===== src/rtl/ai_i2s_wb_pkg.sv =====
// Shared types, register offsets and burst address helper for the I2S Wishbone slave.
package ai_i2s_wb_pkg;

  typedef enum logic [2:0] {
    CTI_CLASSIC = 3'b000,
    CTI_CONST   = 3'b001,
    CTI_INCR    = 3'b010,
    CTI_EOB     = 3'b111
  } cti_e;

  typedef enum logic [1:0] {
    BTE_LINEAR = 2'b00,
    BTE_WRAP4  = 2'b01,
    BTE_WRAP8  = 2'b10,
    BTE_WRAP16 = 2'b11
  } bte_e;

  localparam int OFF_CTRL   = 0;
  localparam int OFF_STATUS = 1;
  localparam int OFF_TX     = 2;
  localparam int OFF_RX     = 3;

  // Wrapping keeps the upper bits of the block and lets only the masked bits roll over.
  function automatic logic [31:0] next_beat_addr(input logic [31:0] addr,
                                                 input logic [2:0]  cti,
                                                 input logic [1:0]  bte,
                                                 input logic [31:0] bytes);
    logic [31:0] inc;
    logic [31:0] mask;
    inc = addr + bytes;
    case (bte)
      BTE_WRAP4:  mask = (bytes << 2) - 32'd1;
      BTE_WRAP8:  mask = (bytes << 3) - 32'd1;
      BTE_WRAP16: mask = (bytes << 4) - 32'd1;
      default:    mask = '1;
    endcase
    if (cti == CTI_INCR) return (addr & ~mask) | (inc & mask);
    else                 return addr;
  endfunction

endpackage


===== src/rtl/ai_i2s_wb_burst_slave_addr_gen.sv =====
// Registered beat address: loaded at the first beat, stepped at each acknowledged burst edge.
module ai_i2s_wb_addr_gen
  import ai_i2s_wb_pkg::*;
#(
  parameter int AW    = 8,
  parameter int BYTES = 4
) (
  input  logic          wb_clk_i,
  input  logic          load,
  input  logic [AW-1:0] load_addr,
  input  logic          advance,
  input  logic [2:0]    cti,
  input  logic [1:0]    bte,
  output logic [AW-1:0] beat_addr,
  output logic [AW-1:0] next_addr
);

  logic [AW-1:0] beat_addr_p1;

  // Truncation to AW gives the modulo-2^AW behaviour of linear bursts.
  assign next_addr = AW'(next_beat_addr(32'(beat_addr_p1), cti, bte, 32'(BYTES)));
  assign beat_addr = beat_addr_p1;

  always_ff @(posedge wb_clk_i) begin
    if (load)         beat_addr_p1 <= load_addr;
    else if (advance) beat_addr_p1 <= next_addr;
  end

endmodule


===== src/rtl/ai_i2s_wb_burst_slave.sv =====
// Wishbone B3 burst slave for per-channel I2S CTRL/STATUS/TX/RX registers.
// Define AI_I2S_WB_ERR_EN to answer illegal beats with wb_err_o instead of wb_ack_o.
module ai_i2s_wb_burst_slave
  import ai_i2s_wb_pkg::*;
#(
  parameter int DW          = 32,
  parameter int AW          = 8,
  parameter int NUM_CH      = 4,
  parameter int REGS_PER_CH = 4
) (
  input  logic                 wb_clk_i,
  input  logic                 wb_rst_i,
  input  logic [AW-1:0]        wb_adr_i,
  input  logic [DW-1:0]        wb_dat_i,
  input  logic [DW/8-1:0]      wb_sel_i,
  input  logic                 wb_we_i,
  input  logic                 wb_cyc_i,
  input  logic                 wb_stb_i,
  input  logic [2:0]           wb_cti_i,
  input  logic [1:0]           wb_bte_i,
  output logic [DW-1:0]        wb_dat_o,
  output logic                 wb_ack_o,
  output logic                 wb_err_o,
  output logic [NUM_CH*DW-1:0] ch_ctrl_o,
  input  logic [NUM_CH*DW-1:0] ch_status_i,
  output logic [DW-1:0]        ch_tx_dat_o,
  output logic [NUM_CH-1:0]    ch_tx_ack_o,
  input  logic [NUM_CH*DW-1:0] ch_rx_dat_i,
  output logic [NUM_CH-1:0]    ch_rx_ack_o
);

  localparam int BYTES = DW / 8;
  localparam int LSB   = $clog2(BYTES);
  localparam int OFF_W = $clog2(REGS_PER_CH);
  localparam int CH_W  = AW - LSB - OFF_W;
  localparam int CH_N  = 2 ** CH_W;

  typedef enum logic {ST_IDLE, ST_ACTIVE} state_e;

  typedef struct packed {
    logic [CH_W-1:0]  ch;
    logic [OFF_W-1:0] off;
    logic             legal;
  } beat_t;

  function automatic beat_t decode(input logic [AW-1:0] a, input logic we);
    beat_t b;
    b.off   = a[LSB +: OFF_W];
    b.ch    = a[LSB+OFF_W +: CH_W];
    b.legal = (int'(b.ch) < NUM_CH) &&
              ((int'(b.off) == OFF_CTRL) ||
               (int'(b.off) == OFF_STATUS && !we) ||
               (int'(b.off) == OFF_TX     &&  we) ||
               (int'(b.off) == OFF_RX     && !we));
    return b;
  endfunction

  function automatic logic [DW-1:0] merge_sel(input logic [DW-1:0]   old_w,
                                              input logic [DW-1:0]   new_w,
                                              input logic [DW/8-1:0] sel);
    logic [DW-1:0] r;
    r = old_w;
    for (int i = 0; i < DW/8; i++)
      if (sel[i]) r[i*8 +: 8] = new_w[i*8 +: 8];
    return r;
  endfunction

  state_e        state_q, state_d;
  logic          load, advance, issue, commit, complete, last_beat;
  logic          ack_d, err_d;
  logic          ack_p1, err_p1;
  logic [DW-1:0] dat_p1, rd_word;
  logic [AW-1:0] beat_addr, next_addr, issue_addr;
  beat_t         issue_b, beat_b;
  logic          wr_ok, rd_ok;

  logic [DW-1:0]     ctrl_q   [NUM_CH];
  logic [DW-1:0]     ctrl_a   [CH_N];
  logic [DW-1:0]     status_a [CH_N];
  logic [DW-1:0]     rx_a     [CH_N];
  logic [DW-1:0]     tx_dat_q;
  logic [NUM_CH-1:0] tx_ack_q, rx_ack_q;

  for (genvar c = 0; c < CH_N; c++) begin : g_ch
    if (c < NUM_CH) begin : g_map
      assign ctrl_a[c]               = ctrl_q[c];
      assign status_a[c]             = ch_status_i[c*DW +: DW];
      assign rx_a[c]                 = ch_rx_dat_i[c*DW +: DW];
      assign ch_ctrl_o[c*DW +: DW]   = ctrl_q[c];
    end else begin : g_unmap
      assign ctrl_a[c]   = '0;
      assign status_a[c] = '0;
      assign rx_a[c]     = '0;
    end
  end

  ai_i2s_wb_addr_gen #(.AW(AW), .BYTES(BYTES)) u_addr_gen (
    .wb_clk_i  (wb_clk_i),
    .load      (load),
    .load_addr (wb_adr_i),
    .advance   (advance),
    .cti       (wb_cti_i),
    .bte       (wb_bte_i),
    .beat_addr (beat_addr),
    .next_addr (next_addr)
  );

  // A pending beat only completes while the master is strobing it.
  assign complete   = (ack_p1 | err_p1) & wb_cyc_i & wb_stb_i;
  assign last_beat  = !((wb_cti_i == CTI_CONST) || (wb_cti_i == CTI_INCR));
  assign issue_addr = (state_q == ST_IDLE) ? wb_adr_i : next_addr;
  assign issue_b    = decode(issue_addr, wb_we_i);
  assign beat_b     = decode(beat_addr, wb_we_i);
  assign wr_ok      = commit &  wb_we_i & beat_b.legal;
  assign rd_ok      = commit & !wb_we_i & beat_b.legal;

  always_ff @(posedge wb_clk_i) begin
    if (wb_rst_i) state_q <= ST_IDLE;
    else          state_q <= state_d;
  end

  always_comb begin
    state_d = state_q;
    load    = 1'b0;
    advance = 1'b0;
    issue   = 1'b0;
    commit  = 1'b0;
    case (state_q)
      ST_IDLE: begin
        if (wb_cyc_i && wb_stb_i) begin
          load    = 1'b1;
          issue   = 1'b1;
          state_d = ST_ACTIVE;
        end
      end
      ST_ACTIVE: begin
        if (!wb_cyc_i) begin
          state_d = ST_IDLE;
        end else if (complete) begin
          commit = 1'b1;
          if (last_beat) begin
            state_d = ST_IDLE;
          end else begin
            advance = 1'b1;
            issue   = 1'b1;
          end
        end
      end
      default: state_d = ST_IDLE;
    endcase
  end

  always_comb begin
    rd_word = '0;
    if (issue_b.legal && !wb_we_i) begin
      case (int'(issue_b.off))
        OFF_CTRL:   rd_word = ctrl_a[issue_b.ch];
        OFF_STATUS: rd_word = status_a[issue_b.ch];
        OFF_RX:     rd_word = rx_a[issue_b.ch];
        default:    rd_word = '0;
      endcase
    end
`ifdef AI_I2S_WB_ERR_EN
    ack_d =  issue_b.legal;
    err_d = !issue_b.legal;
`else
    ack_d = 1'b1;
    err_d = 1'b0;
`endif
  end

  // Stage p1: registered acknowledge and read data for the issued beat.
  always_ff @(posedge wb_clk_i) begin
    if (wb_rst_i) begin
      ack_p1 <= 1'b0;
      err_p1 <= 1'b0;
      dat_p1 <= '0;
    end else if (issue) begin
      ack_p1 <= ack_d;
      err_p1 <= err_d;
      dat_p1 <= rd_word;
    end else if (state_d == ST_IDLE) begin
      ack_p1 <= 1'b0;
      err_p1 <= 1'b0;
    end
  end

  // Side effects commit on the edge that ends the acknowledged beat.
  always_ff @(posedge wb_clk_i) begin
    if (wb_rst_i) begin
      for (int c = 0; c < NUM_CH; c++) ctrl_q[c] <= '0;
      tx_dat_q <= '0;
      tx_ack_q <= '0;
      rx_ack_q <= '0;
    end else begin
      tx_ack_q <= '0;
      rx_ack_q <= '0;
      for (int c = 0; c < NUM_CH; c++) begin
        if (wr_ok && int'(beat_b.off) == OFF_CTRL && int'(beat_b.ch) == c)
          ctrl_q[c] <= merge_sel(ctrl_q[c], wb_dat_i, wb_sel_i);
        if (wr_ok && int'(beat_b.off) == OFF_TX && int'(beat_b.ch) == c)
          tx_ack_q[c] <= 1'b1;
        if (rd_ok && int'(beat_b.off) == OFF_RX && int'(beat_b.ch) == c)
          rx_ack_q[c] <= 1'b1;
      end
      if (wr_ok && int'(beat_b.off) == OFF_TX)
        tx_dat_q <= merge_sel(tx_dat_q, wb_dat_i, wb_sel_i);
    end
  end

  assign wb_ack_o    = ack_p1 & wb_cyc_i & wb_stb_i;
  assign wb_err_o    = err_p1 & wb_cyc_i & wb_stb_i;
  assign wb_dat_o    = dat_p1;
  assign ch_tx_dat_o = tx_dat_q;
  assign ch_tx_ack_o = tx_ack_q;
  assign ch_rx_ack_o = rx_ack_q;

endmodule


===== config.mk =====
export PLATFORM = sky130hd
export DESIGN_NAME = ai_i2s_wb_burst_slave
export DESIGN_NICKNAME = d
export VERILOG_FILES = /design/src/rtl/ai_i2s_wb_pkg.sv /design/src/rtl/ai_i2s_wb_burst_slave_addr_gen.sv /design/src/rtl/ai_i2s_wb_burst_slave.sv
export SDC_FILE = /design/constraint.sdc
export NUM_CORES = 1
export LEC_CHECK = 0
export ABC_AREA = 1
export BUFFER_PORTS_ARGS = -buffer_cell sky130_fd_sc_hd__buf_2
export CORE_AREA = 2 2 197 199
export CTS_BUF_LIST = sky130_fd_sc_hd__clkbuf_4 sky130_fd_sc_hd__clkbuf_8 sky130_fd_sc_hd__clkbuf_16
export DETAILED_ROUTE_END_ITERATION = 8
export DIE_AREA = 0 0 199 201
export SLEW_MARGIN = 20
export SYNTH_ARGS = -nofsm -noshare
export SYNTH_HDL_FRONTEND = slang
export SYNTH_SLANG_ARGS = --single-unit

===== constraint.sdc =====
create_clock -name wb_clk_i -period 5 [get_ports wb_clk_i]
set_clock_uncertainty 0.05 [all_clocks]
set_input_delay 0 -clock wb_clk_i [delete_from_list [all_inputs] [get_ports wb_clk_i]]
set_output_delay 0 -clock wb_clk_i [all_outputs]
set_load 0.05 [all_outputs]

==> flow_metrics.py <==
metrics = {
    "critical_path": {
        "end_kind": "flip-flop",
        "critical_path_required_ns": 5.40,
        "r2r-end": "wb_dat_o[4]",
        "crit_start": "u_addr_gen.beat_addr[2]",
        "arrival_ns": 5.16,
        "critPathLaunchType": "flip-flop",
        "path_max_fanout": 50,
        "r2r_cells": 16,
        "r2r_start": "u_addr_gen.beat_addr[2]",
        "worstSetupPathType": "reg2reg",
        "endpoint": "wb_dat_o[4]",
        "reg2reg_slack_ns": 0.24,
    },
    "synth": {
        "syn_area_um2": 12400,
        "synth_top_family_by_area": "simple AND/OR/NAND/NOR gates",
        "synth_xor_area_share_pct": 0.142,
        "synth-simple-area-share_pct": 37.0,
        "yosysSeqAreaShare_pct": 44.5,
        "synth_compound_gate_area_share_pct": 6.76,
        "synth.mux.area_fraction_pct": 0,
        "yosys_warnings": 0,
        "synthAdderAreaFrac_pct": 0.506,
        "ys_ff_latch": 208,
        "synthCells": 1666,
        "synth_nets": 1981,
        "yosys.cell_types.count": 36,
        "synth.avg_cell_area_um2": 7.43,
    },
    "grt": {
        "grt_pass1_vias": 13479,
        "grt_max_degree": 76,
        "grt_usage_pct": 28.1,
        "antenna_found_initial": 11,
        "grt_pass1_wl_um": 83900,
        "grt_remaining_overflow": 0,
    },
    "sta": {
        "tns_ns": 0,
        "max_slew_margin_pct": 33.1,
        "final_max_slew_viol_count": 0,
        "fmax_mhz": 210,
        "setup_viol": 0,
        "timing.final.crit_share_pct": 95.2,
        "rsz0062_at_grt": "no",
        "hold_viol": 0,
        "worstMarginPinSlew_ns": 1.00,
        "fin_crit_ns": 4.76,
    },
    "die": {
        "fp.dieW_um": 199,
        "fp.dieArea_um2": 40000,
        "num_io_pins": 512,
        "core_um2": 38100,
        "num_rows": 72,
        "die-height_um": 201,
        "initial_core_util_pct": 32.5,
    },
    "cts": {
        "clockRootBuffer": "clkbuf_16",
        "clkLatencyLatePin_ns": 0.54,
        "clock-sinks": 208,
        "post_cts_buffers": 0,
        "cts_tree": "yes",
        "cts_buffers": 25,
        "cts_buffer_depth": 3,
        "h-tree-depth": 1,
        "clk_pin_slew_ns": 0.07,
    },
    "detailed_routing": {
        "drt-pass1-iter-count": 8,
        "num_vias": 14568,
        "drc": 0,
        "drt_wl_total_um": 58900,
        "dr.first_iter.drc_count": 1606,
        "wl_per_cell_um": 20.9,
        "wl_met3_um": 5720,
        "postRouteAntennaNets": 0,
        "wl_met1_um": 25000,
        "viasPerCell": 5.16,
        "routed.top_layer": "met5",
        "wl_met2_um": 26600,
    },
    "layout": {
        "layout_common_cells": "buf_2, nand3_1, nand2_1",
        "nNetsFinal": 2590,
        "drive_gt1_share_pct": 27.4,
        "area_delta_synth_final_pct": 43.7,
        "design_area_um2": 17800,
        "layout_commonest_cell": "buf_2",
    },
    "power_and_ir_drop": {
        "p_leak_nw": 8.60,
        "vdd_ir_drop_max_v": 0.000242,
        "cellPowerDensity_nw_per_um2": 285,
    },
    "place": {
        "portBuffers": 508,
        "gp_congestion": 0.960,
        "dp_hpwl_um": 42400,
        "place_area_um2": 15200,
    },
    "worst_hold_path": {
        "hp-class": "in2reg",
    },
    "run_status": {
        "status": "finished clean",
    },
    "flow_run": {
        "cap_violations": 0,
    },
}
-- cells in the mapped netlist --
cell	instances	area, µm²
conb_1	1	3.75
nand2_4	2	22.5
inv_2	6	22.5
ha_1	5	62.6
a31oi_1	1	6.26
nand3b_1	58	435
buf_4	22	165
buf_1	4	15.0
nand2_2	4	25.0
or2_2	9	56.3
dfxtp_1	74	1480
or2_0	4	25.0
nor3_4	1	16.3
xor2_1	1	8.76
buf_6	1	11.3
nand4_4	2	42.5
inv_1	187	702
buf_2	65	325
nand4_1	19	119
nor3_1	2	10.0
nor2_4	9	101
nor4_2	1	12.5
nor2_1	144	541
clkbuf_1	33	124
nor3_2	1	10.0
edfxtp_1	134	4020
nand3_2	3	30.0
or4_1	1	7.51
a21oi_1	77	385
o21ai_0	87	435
and2_1	1	6.26
nor4_1	1	6.26
nand3_1	378	1890
nand2_1	326	1220
o311ai_0	1	8.76
xnor2_1	1	8.76
-- sequential cells by signal (all words and copies together), names as in the netlist --
signal / cells
ack_p1: 1
ch_rx_ack_o: 4
ch_tx_ack_o: 4
ch_tx_dat_o: 32
ctrl_q: 128
state_q: 1
u_addr_gen.beat_addr: 6
wb_dat_o: 32
-- cell families after synthesis --
logic type	after synthesis
and+or+nand+nor	966
buffers and inverters	318
DFF	208
AOI/OAI and AO/OA	166
adders and majority gates	5
xor gates and xnor gates	2
other	1
-- how the worst min path moves through the flow --
stage | from | endpoint | depth (start not counted)
2_1_floorplan | wb_rst_i | state_q | 1
3_3_place_gp | wb_rst_i | state_q | 2
3_5_place_dp | wb_rst_i | state_q | 2
4_1_cts | ch_status_i[8] | wb_dat_o[8] | 7
5_1_grt | wb_sel_i[3] | ctrl_q[0][31] | 3
6_report | ch_status_i[16] | wb_dat_o[16] | 7
-- layout make-up --
type,instances,area (µm²)
Multi-Input combinational cell,1141,5550
Inverter,193,727
Tap cell,518,648
Clock inverter,19,218
Clock buffer,27,647
Fill cell,3891,20300
Sequential cell,208,5510
Antenna cell,9,22.5
Timing Repair Buffer,706,4460
-- critical path, stage by stage, from the launching register on --
cell and delay [ns]:
edfxtp_1 0.47, inv_2 0.09, ha_1 0.32, nand2_1 0.09, nand3_2 0.08, nand2_4 0.42, inv_2 0.33, nor2_4 0.56
nand3_1 0.16, nand2_1 0.10, dlygate4sd3_1 0.55, inv_1 0.04, nand2_1 0.04, dlygate4sd3_1 0.55, nand3_1 0.06, dlygate4sd3_1 0.59
a21oi_1 0.14
-- where the power goes --
part           total (mW)  internal [mW]  switching (mW)
sequential           1.93           1.88          0.0494
clock                1.91           1.15           0.764
combinational        1.22          0.414           0.809
total                5.07           3.45            1.62
-- per-stage QoR --
stage	power (mW)	utilization [%]	instances	hold WS (ns)	setup slack (ns)
after floorplan	2.65	-	1666	0.0191	2.01
after global placement	3.04	39.9	2599	0.193	1.58
after detailed placement	3.05	39.9	2599	0.196	1.57
after CTS	5.07	46.6	2811	0.0000581	0.0788
after global routing	5.26	46.7	2820	0.0519	0.00714
final	5.07	46.7	2821	0.0268	0.239
-- layer usage --
layer  up-vias  GRT usage (%)
li1       6750              -
met1      6925           38.9
met2       774           43.7
met3       115           6.27
met4         4           8.48
met5         -              0
-- timing repair --
action | in CTS | in global routing
endpoints found under the setup margin | 0 | 8
hold buffers | 166 | 0
gates resized for setup | 0 | 5
endpoints found under the hold margin | 203 | 0
Power figures use the tool's default switching activity.
